<file path="src/rtl/seg7_pkg.sv">
// rtl/seg7_pkg.sv - shared widths and constants for the 7-segment scan controller
package seg7_pkg;

    localparam int BCD_W = 4;
    localparam int SEG_W = 7;

    localparam logic [SEG_W-1:0] SEG_BLANK = 7'b1111111;

endpackage

</file>
<file path="src/rtl/seg7_scan_ctrl_if.sv">
// rtl/seg7_scan_ctrl_if.sv - digit load / display pin bundle for seg7_scan_ctrl
interface seg7_scan_ctrl_if
    import seg7_pkg::*;
#(
    parameter int NUM_DIGITS = 4
);

    logic [BCD_W*NUM_DIGITS-1:0] digits_in;
    logic                        load;
    logic [NUM_DIGITS-1:0]       blank_mask;
    logic                        busy;
    logic                        frame_done;
    logic [NUM_DIGITS-1:0]       anode;
    logic [SEG_W-1:0]            segment;

    modport master (
        output digits_in,
        output load,
        output blank_mask,
        input  busy,
        input  frame_done,
        input  anode,
        input  segment
    );

    modport slave (
        input  digits_in,
        input  load,
        input  blank_mask,
        output busy,
        output frame_done,
        output anode,
        output segment
    );

endinterface

</file>
<file path="src/rtl/bcd_to_7segment.sv">
// rtl/bcd_to_7segment.sv - combinational BCD to active-low (a..g) segment decoder
module bcd_to_7segment
    import seg7_pkg::*;
(
    input  logic [BCD_W-1:0] bcd,
    output logic [SEG_W-1:0] seg
);

    always_comb begin
        seg = SEG_BLANK;
        case (bcd)
            4'd0: seg = 7'b0000001;
            4'd1: seg = 7'b1001111;
            4'd2: seg = 7'b0010010;
            4'd3: seg = 7'b0000110;
            4'd4: seg = 7'b1001100;
            4'd5: seg = 7'b0100100;
            4'd6: seg = 7'b0100000;
            4'd7: seg = 7'b0001111;
            4'd8: seg = 7'b0000000;
            4'd9: seg = 7'b0000100;
            default: seg = SEG_BLANK;
        endcase
    end

endmodule

</file>
<file path="src/rtl/seg7_scan_ctrl.sv">
// rtl/seg7_scan_ctrl.sv - N-digit common-anode 7-segment scan controller with tear-free buffering
// Optional leading-zero blanking when SEG7_LEADING_ZERO_BLANK_EN is defined.
module seg7_scan_ctrl
    import seg7_pkg::*;
#(
    parameter int NUM_DIGITS   = 4,
    parameter int REFRESH_DIV  = 50000,
    parameter int GUARD_CYCLES = 2
) (
    input  logic            clk,
    input  logic            rst,
    seg7_scan_ctrl_if.slave bus
);

    localparam int PW = $clog2(REFRESH_DIV);
    localparam int IW = $clog2(NUM_DIGITS);
    localparam int DW = BCD_W * NUM_DIGITS;

    logic [PW-1:0]         presc_q, presc_d;
    logic [IW-1:0]         idx_q, idx_d;
    logic [DW-1:0]         shadow_q, shadow_d;
    logic [DW-1:0]         active_q, active_d;
    logic                  busy_q, busy_d;
    logic                  frame_done_q, frame_done_d;
    logic [NUM_DIGITS-1:0] anode_q, anode_d;
    logic [SEG_W-1:0]      segment_q, segment_d;

    logic             slot_end;
    logic             frame_wrap;
    logic             in_guard;
    logic             lz_blank;
    logic [BCD_W-1:0] cur_bcd;
    logic [SEG_W-1:0] cur_seg;

    bcd_to_7segment u_dec (
        .bcd (cur_bcd),
        .seg (cur_seg)
    );

    always_comb begin
        slot_end   = (presc_q == PW'(REFRESH_DIV - 1));
        frame_wrap = slot_end && (idx_q == IW'(NUM_DIGITS - 1));
        in_guard   = (int'(presc_q) < GUARD_CYCLES);
        cur_bcd    = active_q[idx_q*BCD_W +: BCD_W];
    end

`ifdef SEG7_LEADING_ZERO_BLANK_EN
    // Dark when this digit and every more-significant digit are zero; digit 0 always shows.
    always_comb begin
        lz_blank = (idx_q != '0);
        for (int k = 0; k < NUM_DIGITS; k++) begin
            if ((k >= int'(idx_q)) && (active_q[k*BCD_W +: BCD_W] != '0)) begin
                lz_blank = 1'b0;
            end
        end
    end
`else
    always_comb begin
        lz_blank = 1'b0;
    end
`endif

    always_comb begin
        presc_d      = slot_end ? '0 : presc_q + 1'b1;
        idx_d        = idx_q;
        shadow_d     = shadow_q;
        active_d     = active_q;
        busy_d       = busy_q;
        frame_done_d = frame_wrap;

        if (slot_end) begin
            idx_d = (idx_q == IW'(NUM_DIGITS - 1)) ? '0 : idx_q + 1'b1;
        end

        // Commit takes the pre-load shadow, so a load on the wrap cycle waits a frame.
        if (frame_wrap) begin
            active_d = shadow_q;
            busy_d   = 1'b0;
        end
        if (bus.load) begin
            shadow_d = bus.digits_in;
            busy_d   = 1'b1;
        end

        segment_d = cur_seg;
        if (in_guard || bus.blank_mask[idx_q] || lz_blank) begin
            anode_d = '1;
        end else begin
            anode_d = ~(NUM_DIGITS'(1) << idx_q);
        end
    end

    always_ff @(posedge clk or posedge rst) begin
        if (rst) begin
            presc_q      <= '0;
            idx_q        <= '0;
            shadow_q     <= '0;
            active_q     <= '0;
            busy_q       <= 1'b0;
            frame_done_q <= 1'b0;
            anode_q      <= '1;
            segment_q    <= SEG_BLANK;
        end else begin
            presc_q      <= presc_d;
            idx_q        <= idx_d;
            shadow_q     <= shadow_d;
            active_q     <= active_d;
            busy_q       <= busy_d;
            frame_done_q <= frame_done_d;
            anode_q      <= anode_d;
            segment_q    <= segment_d;
        end
    end

    assign bus.busy       = busy_q;
    assign bus.frame_done = frame_done_q;
    assign bus.anode      = anode_q;
    assign bus.segment    = segment_q;

endmodule

</file>
<file path="src/flat_wrapper.sv">
// flat-port wrapper written by rule: the top's interface ports become plain ports
module seg7_scan_ctrl_flat import seg7_pkg::*;
#(
    parameter int NUM_DIGITS   = 4,
    parameter int REFRESH_DIV  = 50000,
    parameter int GUARD_CYCLES = 2
)
  (clk, rst, bus_digits_in, bus_load, bus_blank_mask, bus_busy, bus_frame_done, bus_anode, bus_segment);
  seg7_scan_ctrl_if #(.NUM_DIGITS(NUM_DIGITS)) bus_i ();
  input  logic clk;
  input  logic rst;
  input wire logic [$bits(bus_i.digits_in)-1:0] bus_digits_in;
  input wire logic [$bits(bus_i.load)-1:0] bus_load;
  input wire logic [$bits(bus_i.blank_mask)-1:0] bus_blank_mask;
  output wire logic [$bits(bus_i.busy)-1:0] bus_busy;
  output wire logic [$bits(bus_i.frame_done)-1:0] bus_frame_done;
  output wire logic [$bits(bus_i.anode)-1:0] bus_anode;
  output wire logic [$bits(bus_i.segment)-1:0] bus_segment;
  assign bus_i.digits_in = bus_digits_in;
  assign bus_i.load = bus_load;
  assign bus_i.blank_mask = bus_blank_mask;
  assign bus_busy = bus_i.busy;
  assign bus_frame_done = bus_i.frame_done;
  assign bus_anode = bus_i.anode;
  assign bus_segment = bus_i.segment;
  seg7_scan_ctrl #(.NUM_DIGITS(NUM_DIGITS), .REFRESH_DIV(REFRESH_DIV), .GUARD_CYCLES(GUARD_CYCLES)) u_core (.clk(clk), .rst(rst), .bus(bus_i));
endmodule
</file>
<file path="config.mk">
export PLATFORM = sky130hd
export DESIGN_NAME = seg7_scan_ctrl_flat
export DESIGN_NICKNAME = d
export VERILOG_FILES = /design/src/rtl/seg7_pkg.sv /design/src/rtl/seg7_scan_ctrl_if.sv /design/src/rtl/bcd_to_7segment.sv /design/src/rtl/seg7_scan_ctrl.sv /design/src/flat_wrapper.sv
export SDC_FILE = /design/constraint.sdc
export NUM_CORES = 1
export LEC_CHECK = 0
export ABC_CLOCK_PERIOD_IN_PS = 4500
export CAP_MARGIN = 5
export CORE_ASPECT_RATIO = 0.5
export CORE_MARGIN = 8
export CORE_UTILIZATION = 40
export CTS_CLUSTER_SIZE = 8
export DETAILED_ROUTE_END_ITERATION = 7
export REMOVE_ABC_BUFFERS = 1
export SKIP_LAST_GASP = 1
export SYNTH_ARGS = -nofsm -noshare
export SYNTH_HDL_FRONTEND = slang
export SYNTH_SLANG_ARGS = --single-unit
</file>
<file path="constraint.sdc">
create_clock -name clk -period 4.5 [get_ports clk]
set_input_delay 0.9 -clock clk [delete_from_list [all_inputs] [get_ports clk]]
set_output_delay 0.9 -clock clk [all_outputs]
set_load 0.05 [all_outputs]
</file>
After elaboration in Yosys (flattened, before gate mapping). Memories as Yosys holds them, arrays and structs flattened. A register that Yosys moved wholly into a read port is not among the register bits. Cells that the tools add are included.

Bits of input ports: 23. Output and inout bits: 13. Memories: 1. Register bits after elaboration: 56. ROM bits: 112. Logic and storage cells: 27.

Memories: (name not given) (words 16, width 7, rd ports 1, clocked after Yosys merged registers in 1, write ports 0, RTL line bcd_to_7segment.sv:11) `case (bcd)`.

$add $sub $neg: 2. Eq/ne operators: 2. Bitwise operators: 1. Shift operators: 2. Reduce and logical (&&, ||, !) cells: 3. Magnitude comparators: 2. Mux-type cells: 7.

Operators with widths (count): 16-bit by 1-bit adder with 16-bit output (second input constant) (1); 16-bit equality test (second input constant) (1); 16-bit by 2-bit < comparator with 1-bit output (second input constant) (1); 16-bit two-way mux (1); 16-bit by 5-bit variable part select with 4-bit output (1); 4-bit two-way mux (1); 4-bit NOT (1); 1-bit by 2-bit left shift with 4-bit output (first input constant) (1); 2-bit by 3-bit < comparator with 1-bit output (second input constant) (1); 1-bit two-way mux (3); 2-bit by 1-bit adder with 2-bit output (second input constant) (1); 1-bit binary-select mux with 2-bit select (1); 2-bit equality test (second input constant) (1); 2-bit two-way mux (1); 2-bit nonzero test (1); 1-bit logical AND (1); 1-bit logical OR (1).

Depth between registers and ports, before layout. Gate-level depths: netlist of the first run.

Depth after elaboration: 4. Gate-level depth with buffers: 7. Mapped depth without buffers: 6.

Modules after synthesis. Synthesis of the first run repeated with hierarchy kept, for this count alone.

Cell total of the unflattened synthesis: 222. Area total of the unflattened synthesis: 2875.3 µm².

Modules (own cells, without submodules): seg7_scan_ctrl (times used 1, cells each 189, seq. area each 1590.3 µm², area each 2665.1 µm²); bcd_to_7segment (times used 1, cells each 33, seq. area each 0.0 µm², area each 210.2 µm²).

Worst setup path before layout of the first run. OpenSTA, ideal clock, no wires.

Path kind: input -> register. Start: input bus_load. End: register u_core.shadow_q[0]. Cell stages on the path: 3. Data arrival time: 1884 ps. Setup time: 125 ps. Path buffers: 2. Setup slack: 2491 ps. Required time: 4375 ps. Cells stage by stage: clkbuf_1 -> buf_1 -> mux2_2.

RTL lines: from (decl) (RTL line flat_wrapper.sv:13) `input wire logic [$bits(bus_i.load)-1:0] bus_load;`; to (signal assigned) (RTL line seg7_scan_ctrl.sv:106) `shadow_q <= shadow_d;`; to (decl) (RTL line seg7_scan_ctrl.sv:21) `logic [DW-1:0] shadow_q, shadow_d;`.

No word-level cell between the ends.

Worst setup path after layout of the first run.
Start: register u_core.anode_q[1] (netlist: u_core.bus.anode[1]). End: output bus_anode[1].

RTL lines: from (decl) (RTL line seg7_scan_ctrl.sv:25) `logic [NUM_DIGITS-1:0] anode_q, anode_d;`; from (signal assigned) (RTL line seg7_scan_ctrl.sv:110) `anode_q <= anode_d;`; to (decl) (RTL line flat_wrapper.sv:17) `output wire logic [$bits(bus_i.anode)-1:0] bus_anode;`.

No word-level cell between the ends.

==> results.yml, run 1 <==
sta:
  fin_crit_sh_pct: 56.48
  clock_skew_ns: 0.005738
  grt_setup_unrepaired: "no"
  fin_crit_ns: 2.541
  hold_ws_ns: 0.4610
  max_slew_margin_pct: 48.25
  finalHoldViolations: 0
  tns_ns: 0
  max_freq_mhz: 393.5
  report.final.slew_viol_count: 0
  finalSetupViolations: 0
  worst_pin_slew_ns: 0.7752
  setup_ws_ns: 1.959
floorplan:
  start_util_pct: 42.01
  num_rows: 21
  boundaryPins: 36
  core_area_mm2: 0.006805
  dieWidth_um: 135.6
  dieArea_mm2: 0.01027
  die_h_um: 75.78
yosys:
  async_flop_share_pct: 100.0
  netlist_area_mm2: 0.002859
  ys.flop_type: "dfrtp_1"
  synth_edf_count: 0
  synth_cell_type_count: 33
  synthCells: 217
  synth_area_per_cell_um2: 13.18
  yosysSeqAreaShare_pct: 55.62
  synth_seq_cells: 63
  yosysWarnings: 0
clock_tree:
  htreeDepth: 3
  post_cts_resized: 0
  clock-root-buffer: "clkbuf_16"
  clkTransAtPathRegs_ns: 0.05
  cts_tree: "built"
  clk-insertion-delay-late_ns: 0.33
  clock_sinks: 63
  ctsHoldBuffers: 0
  cts_buffers: 9
  clockBufferDepth: 2
  cts_setup_buffers: 0
critical_path:
  critPathKind: "reg -> out"
  worst_setup_path_end_kind: "output pin"
  path_cells: "clkdlybuf4s50_1"
  worst-path-max-fanout: 1
  r2r_slack_ns: 2.29
  start_kind: "flip-flop"
  arrival_ns: 1.64
  slowest_stage: "clkdlybuf4s50_1"
  cp_data_required_time_ns: 3.60
  crit_family: "buffers and inverters"
  max_stage_delay_ns: 0.79
  cp_num_buf_inv: 1
grt:
  grt_pass1_vias: 1914
  grt_max_degree: 39
  grt_pass1_wl_um: 9356
  antenna_found_initial: 0
  track_usage_pct: 11.93
  overflow: 0
placement:
  dp_cells: 338
  detailed_place_hpwl_um: 3831
  dpl_worst_slack_ns: 2.071
  port_buffers: 35
  gp_congestion: 0.7766
drt:
  viasPerCell: 4.935
  ant_nets: 0
  drc: 0
  first_pass_iters: 4
  drt-initial-drc-count: 93
  finalWirelength_um: 5343
  wire_per_inst_um: 15.14
  dr_total_vias: 1742
run:
  drv_cap: 0
final_layout:
  layout_common_cells: "dfrtp_1 (52), clkdlybuf4s50_1 (35), mux2_2 (25)"
  multi_input_area_mm2: 0.001206
  final_nets: 291
  layout.cells.non_filler: 353
  area.growth.synth_to_final_pct: 24.99
  regArea_mm2: 0.001590
  antenna_cells: 0
  layout-drive-gt1-share_pct: 25.67
  layout_commonest_cell: "dfrtp_1"
  fillers: 592
power_and_ir_drop:
  cellPowerDensity_mw_per_mm2: 360.2
  p_leak_nw: 1.571
  peakVddDrop_mv: 0.2293
  power_mw: 1.287
outcome:
  status: "finished, final reports clean"
worst_hold_path:
  hold_class: "reg -> reg"
## metal layers
layer | GRT usage (%) | up-vias | wire, um
met3 | 5.000 | 9 | 223
met2 | 19.69 | 22 | 2698
met4 | 5.488 | 0 | 94
met5 | 0 | - | 0
li1 | - | 832 | -
met1 | 13.48 | 879 | 2327
## cells in the mapped netlist (7+ instances only)
cell,number,area share [%]
dfrtp_1,52,46
dfstp_2,11,10
ha_1,11,4.8
inv_1,7,0.92
mux2_2,25,9.8
mux2_4,9,4.7
nand2_1,14,1.8
nand3_1,10,1.8
nor2_1,15,2.0
xor2_1,8,2.5
## where the power goes
group          internal [mW]  leakage (nW)  switching [mW]  total, mW
clock                  0.415         0.136           0.228      0.643
combinational         0.0318         0.650          0.0216     0.0533
sequential             0.583         0.785         0.00759      0.591
total                   1.03          1.57           0.258       1.29
## registers in the layout, indices dropped and copies added, names as in the netlist
signal	flops
u_core.bus.busy	1
u_core.bus.frame_done	1
u_core.shadow_q	16
u_core.idx_q	2
u_core.presc_q	16
u_core.active_q	16
u_core.bus.segment	7
u_core.bus.anode	4
## stage by stage
step                utilization [%]  cell area, um2
floorplan                         -            2823
global placement              48.43            3296
detailed placement            48.43            3296
CTS                           52.51            3573
global route                  52.51            3573
finish                        52.51            3573
## cell families (layout without fill, tap and decap cells)
group	after synthesis	after routing	synth area share, %
mux	41	41	19.21
buf+inv	14	58	2.188
fa+ha+maj	11	11	4.814
compound gates	11	11	2.144
xor+xnor	13	13	3.983
flops	63	63	55.62
simple gates	64	64	12.04
## cell type report
class,count,share of cell area (%)
Multi-Input combinational cell,140,33.75
Tap cell,92,3.221
Timing Repair Buffer,36,10.01
Clock buffer,15,7.773
Inverter,7,0.7353
Sequential cell,63,44.50
## final timing paths
path / startpoint / end / cells past startpoint
worst max-delay path: u_core.bus.anode[1]$_DFF_PP1_ / bus_anode[1] / 1
worst min-delay path: u_core.presc_q[0]$_DFF_PP0_ / u_core.presc_q[0]$_DFF_PP0_ / 1
worst max register to register: u_core.presc_q[12]$_DFF_PP0_ / u_core.active_q[7]$_DFFE_PP0P_ / 4
worst min register to register: u_core.presc_q[0]$_DFF_PP0_ / u_core.presc_q[0]$_DFF_PP0_ / 1
max in group asynchronous: rst / u_core.bus.anode[1]$_DFF_PP1_ / 3
min in group asynchronous: rst / u_core.presc_q[13]$_DFF_PP0_ / 2
Power figures use the tool's default switching activity.
==> run 2: changes to the inputs <==
Settings changed: ABC_CLOCK_PERIOD_IN_PS 4500 to 2600.
Clock period 4.5 ns to 2.6 ns, I/O delays scaled along.
==> results.yml, run 2 (synthesis gave the netlist of run 1 again) <==
outcome:
  status: "finished, final reports clean"
drt:
  first_pass_iters: 4
  drt-initial-drc-count: 61
  dr_total_vias: 1728
  viasPerCell: 4.854
  finalWirelength_um: 5231
  drc: 0
  wire_per_inst_um: 14.69
  ant_nets: 0
clock_tree:
  htreeDepth: 3
  clk-insertion-delay-late_ns: 0.33
  cts_buffers: 9
  cts_tree: "built"
  clock_sinks: 63
  ctsHoldBuffers: 0
  clock-root-buffer: "clkbuf_16"
  clkTransAtPathRegs_ns: 0.05
  post_cts_resized: 0
  clockBufferDepth: 2
  cts_setup_buffers: 0
floorplan:
  die_h_um: 75.78
  num_rows: 21
  boundaryPins: 36
  core_area_mm2: 0.006805
  start_util_pct: 42.01
  dieArea_mm2: 0.01027
  dieWidth_um: 135.6
sta:
  fin_crit_ns: 2.171
  finalHoldViolations: 0
  fin_crit_sh_pct: 83.49
  clock_skew_ns: 0.004341
  worst_pin_slew_ns: 0.7364
  max_slew_margin_pct: 50.75
  finalSetupViolations: 0
  report.final.slew_viol_count: 0
  grt_setup_unrepaired: "no"
  max_freq_mhz: 460.7
  tns_ns: 0
final_layout:
  layout_commonest_cell: "dfrtp_1"
  fillers: 574
  final_area_mm2: 0.003600
  antenna_cells: 0
  layout_common_cells: "dfrtp_1 (52), clkdlybuf4s50_1 (35), mux2_2 (25)"
  area.growth.synth_to_final_pct: 25.91
  final_nets: 293
  layout-drive-gt1-share_pct: 27.27
  regArea_mm2: 0.001590
  layout.cells.non_filler: 356
  multi_input_area_mm2: 0.001206
  largest_registers: "u_core.active_q x16, u_core.presc_q x16, u_core.shadow_q x16"
critical_path:
  max_stage_delay_ns: 0.80
  start_kind: "flip-flop"
  slowest_stage: "clkdlybuf4s50_1"
  crit_family: "buffers and inverters"
  cp_num_buf_inv: 1
  worst-path-max-fanout: 1
  rr_worst_depth: 4
  critPathKind: "reg -> out"
  worst_setup_path_end_kind: "output pin"
  r2r-end: "u_core.active_q[3]$_DFFE_PP0P_"
  worst_r2r_startpoint: "u_core.presc_q[12]$_DFF_PP0_"
  cp_data_required_time_ns: 2.08
  path_cells: "clkdlybuf4s50_1"
  arrival_ns: 1.65
  r2r_slack_ns: 0.47
placement:
  dpl-instance-area_mm2: 0.003323
  gp_congestion: 0.8357
  port_buffers: 35
  detailed_place_hpwl_um: 3727
  dp_cells: 340
power_and_ir_drop:
  peakVddDrop_mv: 0.3826
  p_leak_nw: 1.592
  cellPowerDensity_mw_per_mm2: 613.5
worst_hold_path:
  hold_start: "u_core.presc_q[0]$_DFF_PP0_"
  hold_depth: 1
  hold_end: "u_core.presc_q[0]$_DFF_PP0_"
  hold_class: "reg -> reg"
grt:
  grt_pass1_wl_um: 8838
  grt_pass1_vias: 1857
  track_usage_pct: 11.38
  overflow: 0
  grt_max_degree: 27
  antenna_found_initial: 0
run:
  drv_cap: 0
## run 2: cell count changes in the layout (fill, tap and decap cells not counted)
cell	delta
clkinv_2	+4
buf_12	+1
clkbuf_1	-2
clkbuf_8	-1
buf_4	+1
## run 2: worst max-delay path by stage
stage | start | to | slack (ns) | depth (start not counted)
floorplan | rst | u_core.active_q[0]$_DFFE_PP0P_ | 0.53 | 1
global placement | u_core.presc_q[12]$_DFF_PP0_ | u_core.active_q[3]$_DFFE_PP0P_ | 0.52 | 4
detailed placement | u_core.presc_q[12]$_DFF_PP0_ | u_core.active_q[6]$_DFFE_PP0P_ | 0.48 | 4
CTS | u_core.bus.anode[1]$_DFF_PP1_ | bus_anode[1] | 0.41 | 1
global route | u_core.presc_q[12]$_DFF_PP0_ | u_core.active_q[3]$_DFFE_PP0P_ | 0.35 | 4
finish | u_core.bus.anode[1]$_DFF_PP1_ | bus_anode[1] | 0.43 | 1
## run 2: power by group
part,internal (mW),switching [mW]
Sequential,1.01,0.0134
Combinational,0.0579,0.0374
Clock,0.689,0.402
## run 2: area by class of cell
type | count | share of cell area [%]
Timing Repair Buffer | 38 | 10.71
Clock inverter | 4 | 0.5561
Sequential cell | 63 | 44.18
Tap cell | 92 | 3.198
Clock buffer | 12 | 7.125
Inverter | 7 | 0.7299
Multi-Input combinational cell | 140 | 33.51
## run 2: stage by stage
step	util, %	power, mW	hold slack (ns)	worst slack (ns)
5_1_grt	52.90	2.300	0.4806	0.3477
2_1_floorplan	-	1.080	0.4251	0.5285
3_5_place_dp	48.83	1.137	0.4562	0.4803
6_report	52.90	2.209	0.4604	0.4293
4_1_cts	52.90	2.242	0.4629	0.4069
3_3_place_gp	48.83	1.134	0.4441	0.5160
## run 2: metal layers
layer | GRT usage [%] | routed length, um | up-vias
met5 | 0 | 0 | -
met4 | 4.390 | 77 | 0
met3 | 5.461 | 236 | 10
met2 | 18.93 | 2501 | 23
met1 | 12.63 | 2416 | 854
li1 | - | - | 841
